**src/rtl/dac_arb_ctrl.sv**
```systemverilog
// Two-channel arbiter driving a parallel DAC write interface.
// Optional scope trigger on ch0 writes: define DAC_ARB_TRIG_EN.
module dac_arb_ctrl #(
    parameter int DW        = 10,
    parameter int SETUP_CYC = 2,
    parameter int WR_CYC    = 2,
    parameter int RST_CYC   = 16
) (
    input  logic          clk,
    input  logic          rst_n,
    input  logic [DW-1:0] ch0_data,
    input  logic          ch0_valid,
    output logic          ch0_ready,
    input  logic [DW-1:0] ch1_data,
    input  logic          ch1_valid,
    output logic          ch1_ready,
    output logic          pin_da_wr,
    output logic          pin_da_reset,
    output logic          pin_da_sel,
    output logic          pin_da_clk,
    output logic [DW-1:0] pin_da_dataout,
    output logic          fpga_ext_trig,
    output logic          busy
);

    localparam int MX01 = (SETUP_CYC > WR_CYC) ? SETUP_CYC : WR_CYC;
    localparam int MX   = (MX01 > RST_CYC) ? MX01 : RST_CYC;
    localparam int CW   = $clog2(MX + 1);

    typedef enum logic [2:0] {
        RST_HOLD,
        IDLE,
        SETUP,
        WRITE,
        HOLD
    } state_t;

    state_t        state;
    logic [CW-1:0] cnt;
    logic          ptr;
    logic          g0;
    logic          g1;
    logic          take0;
    logic          take1;

    // ptr=0 favours ch0 when both channels are requesting
    always_comb begin
        g0    = ch0_valid & (~ch1_valid | ~ptr);
        g1    = ch1_valid & (~ch0_valid | ptr);
        take0 = ch0_valid & ch0_ready;
        take1 = ch1_valid & ch1_ready;
    end

    always_ff @(posedge clk or negedge rst_n) begin
        if (!rst_n) begin
            state          <= RST_HOLD;
            cnt            <= CW'(RST_CYC - 1);
            ptr            <= 1'b0;
            ch0_ready      <= 1'b0;
            ch1_ready      <= 1'b0;
            pin_da_reset   <= 1'b1;
            pin_da_wr      <= 1'b1;
            pin_da_sel     <= 1'b0;
            pin_da_clk     <= 1'b0;
            pin_da_dataout <= '0;
            busy           <= 1'b1;
        end else begin
            unique case (state)
                RST_HOLD: begin
                    if (cnt == '0) begin
                        state        <= IDLE;
                        pin_da_reset <= 1'b0;
                        busy         <= 1'b0;
                        ch0_ready    <= g0;
                        ch1_ready    <= g1;
                    end else begin
                        cnt <= cnt - 1'b1;
                    end
                end
                IDLE: begin
                    if (take0 || take1) begin
                        state          <= SETUP;
                        cnt            <= CW'(SETUP_CYC - 1);
                        pin_da_dataout <= take0 ? ch0_data : ch1_data;
                        pin_da_sel     <= ~take0;
                        ptr            <= take0;
                        ch0_ready      <= 1'b0;
                        ch1_ready      <= 1'b0;
                        busy           <= 1'b1;
                    end else begin
                        ch0_ready <= g0;
                        ch1_ready <= g1;
                    end
                end
                SETUP: begin
                    if (cnt == '0) begin
                        state     <= WRITE;
                        cnt       <= CW'(WR_CYC - 1);
                        pin_da_wr <= 1'b0;
                    end else begin
                        cnt <= cnt - 1'b1;
                    end
                end
                WRITE: begin
                    if (cnt == '0) begin
                        state      <= HOLD;
                        pin_da_wr  <= 1'b1;
                        pin_da_clk <= 1'b1;
                    end else begin
                        cnt <= cnt - 1'b1;
                    end
                end
                HOLD: begin
                    state      <= IDLE;
                    pin_da_clk <= 1'b0;
                    busy       <= 1'b0;
                    ch0_ready  <= g0;
                    ch1_ready  <= g1;
                end
                default: begin
                    state <= RST_HOLD;
                    cnt   <= CW'(RST_CYC - 1);
                end
            endcase
        end
    end

`ifdef DAC_ARB_TRIG_EN
    logic trig;

    // fires on the edge that enters WRITE, so it spans the first strobe cycle
    always_ff @(posedge clk or negedge rst_n) begin
        if (!rst_n) begin
            trig <= 1'b0;
        end else begin
            trig <= (state == SETUP) && (cnt == '0) && !pin_da_sel;
        end
    end

    assign fpga_ext_trig = trig;
`else
    assign fpga_ext_trig = 1'b0;
`endif

endmodule

```
**config.mk**
```make
export PLATFORM = sky130hd
export DESIGN_NAME = dac_arb_ctrl
export DESIGN_NICKNAME = d
export VERILOG_FILES = /design/src/rtl/dac_arb_ctrl.sv
export SDC_FILE = /design/constraint.sdc
export NUM_CORES = 1
export LEC_CHECK = 0
export CAP_MARGIN = 30
export CORE_ASPECT_RATIO = 1.25
export CORE_MARGIN = 5
export CORE_UTILIZATION = 50
export DETAILED_ROUTE_END_ITERATION = 8
export HOLD_SLACK_MARGIN = 0.1
export PLACE_DENSITY = 0.87
export SYNTH_ARGS = -nofsm -noshare
export SYNTH_HDL_FRONTEND = slang
export SYNTH_SLANG_ARGS = --single-unit
```
**constraint.sdc**
```tcl
create_clock -name clk -period 4.9 [get_ports clk]
set_input_delay 1.47 -clock clk [delete_from_list [all_inputs] [get_ports clk]]
set_output_delay 1.47 -clock clk [all_outputs]
set_load 0.05 [all_outputs]
```
==> run metrics <==
met2 WL=1660 um; setup violators final=0; outcome=complete, no violations; area leader, netlist=dfrtp_1; Critical-path top delay cell=clkdlybuf4s50_1; Top Registers=pin_da_dataout (10), cnt (5), state (3); largest family of logic cells by synthesized area=compound AO/OA/AOI/OAI gates; die height=69.1 um; cts repair resizes=0; pin count of the biggest net entering global routing=25; FF+latch count, synth=26; crit path launch=busy; Mapped Nets=165; Initial Util=52.1%; Hold Startpoint=pin_da_reset; post-synthesis simple-gate area fraction=14.8%; max reg flops=10; distinct cell type count after synthesis=41; Syn Std Cell Area=1400 um^2; WL met3=195 um; clk root buf=clkbuf_4; Power Dens Cells=665 nW/um^2; xor/xnor cell area share of the yosys netlist=0%; setup bufs post-CTS=0; Synth Flop Type=dfrtp_1; most frequent cells in the layout=clkdlybuf4s50_1 (40), dfrtp_1 (19), nand2_1 (18); critical path type=register to output port; port buffer count=40; Hold Path Class=register to register; WL met1=1370 um; Peak VDD IR=447 uV; total CTS buffers=3; critical path required time=3.43 ns; Critical Path AT=1.69 ns; Die Area=3960 um^2; Worst Path Max Fanout=3; RSZ-0062 raised after global routing=no; crit end category=output port; Routed Antenna Nets=0; CP top delay family=buffers and inverters; vias in the first global route=1279; Final Cycle Share=64.5%; drt wl/cell=15.7 um; max layer used=met4; Static Leak=0.816 nW; reg2reg end=ch1_ready; initial DRC count=16; r2r startpoint=state[2]; Core Rows=21; startpoint type of the worst setup path=register; routed vias/inst=5.62; maxcap violations=0; DP Wirelength=2540 um; Post-synth EDFFs=0; Worst Max-Slew Pin Slew=0.662 ns; Final Util=69.3%; synth top area cells=dfrtp_1 (34%), dfstp_2 (13%), mux2i_1 (7.9%); Syn. warnings=0; Max Root-Sink Buffers=2; post-synthesis compound-gate area fraction=21.9%; Hold Violations, Final=0; FFs w/ async S/R, synth=100%; Max Clock Freq=0.317 GHz; commonest non-fill, non-tap cell in the layout=clkdlybuf4s50_1; minimum clock period=3.16 ns; core box area=2680 um^2; cells on worst reg2reg path=4; first drt pass iteration count=4; mux share of post-synthesis cell area=9.49%; global route overflow=0; worst skew pair latency=0.32 ns; Setup Skew=0.00227 ns; die width=57.3 um; Synth Area in Adders=0.895%; CTS sink cnt=26; crit path cell chain=clkdlybuf4s50_1; slowest stage delay, CP=0.80 ns; global-route wire length before repair=5580 um; Max transition margin=55.8%; share of the synthesized area in the top cell type=34.0%; sequential share of the synthesized area=47.2%; Syn Inst Count=140; Post-Syn Area per Cell=9.98 um^2; number of antenna diodes=0; antenna violations before repair=0; CTS tree=built; DRT Wirelength=3280 um; hold buffer count at cts=0; CTS HTree Levels=1; vias=1175; Area growth syn-to-layout=32.9%; share of cells above drive strength 1=13.7%; worst setup path end=busy; setup_tns=0 ns; instance count on the critical path=1; drt drc=0; Biggest register=pin_da_dataout; Buf/Inv on CP=1; Worst-path clk slew=0.14 ns; Total GRT Usage=17.6%; Max Slew Vio Count=0; Post-layout nets=201; Ports=42; Final GP Congestion=0.785; R2R Setup Slk=2.88 ns
==> layer usage <==
layer  vias up  track usage (%)
li1        564                -
met3         7             3.54
met5         -                0
met2        45             30.4
met4         0             7.47
met1       559             20.6
==> cell usage after synthesis, types with 2 or more instances <==
cell and number:
a211oi_4 2, a21oi_1 6, a31oi_1 2, buf_2 4, clkbuf_1 4, dfrtp_1 19
dfstp_2 7, inv_1 8, mux2_2 2, mux2i_1 11, nand2_1 18, nand2b_1 2
nand3_1 2, nor2_1 5, nor2b_1 2, nor3_1 4, o21ai_0 11, o21ai_1 8
==> cell type report <==
cell class              instances  area [um^2]
inverters                       8         30.0
repair buffers                 41          428
multi-input cells              96          662
clock buffers                   4         36.3
fillers                       220          822
well taps                      34         42.5
flip-flops and latches         26          659
==> worst min-delay path by stage <==
stage	to	slack (ns)	depth (start not counted)
floorplan	ptr	0.46	1
global placement	pin_da_reset	0.46	1
detailed placement	pin_da_reset	0.46	1
CTS	pin_da_reset	0.48	1
global route	pin_da_reset	0.49	1
finish	pin_da_reset	0.48	1
==> kinds of logic after synthesis <==
family,after synthesis
AOI/OAI and AO/OA,42
buffers and inverters,18
and+or+nand+nor,39
DFF,26
adders and majority gates,1
other,1
muxes,13
==> where the power goes <==
group	total, W	internal (W)	switching [W]
Combinational	0.000708	0.000283	0.000425
Clock	0.000109	0.0000455	0.0000635
Sequential	0.000419	0.000318	0.000102
Total	0.00124	0.000646	0.000590
==> per-stage QoR <==
| stage | setup WS [ns] | total power, W | hold WS [ns] | cells | instance area (um^2) |
|---|---|---|---|---|---|
| after floorplan | 2.42 | 0.000920 | 0.464 | 140 | 1400 |
| after global placement | 1.69 | 0.00110 | 0.458 | 204 | 1790 |
| after detailed placement | 1.53 | 0.00113 | 0.459 | 205 | 1820 |
| after CTS | 1.72 | 0.00124 | 0.478 | 209 | 1860 |
| after global routing | 1.68 | 0.00132 | 0.492 | 209 | 1860 |
| final | 1.74 | 0.00124 | 0.477 | 209 | 1860 |
Power figures use the tool's default switching activity.
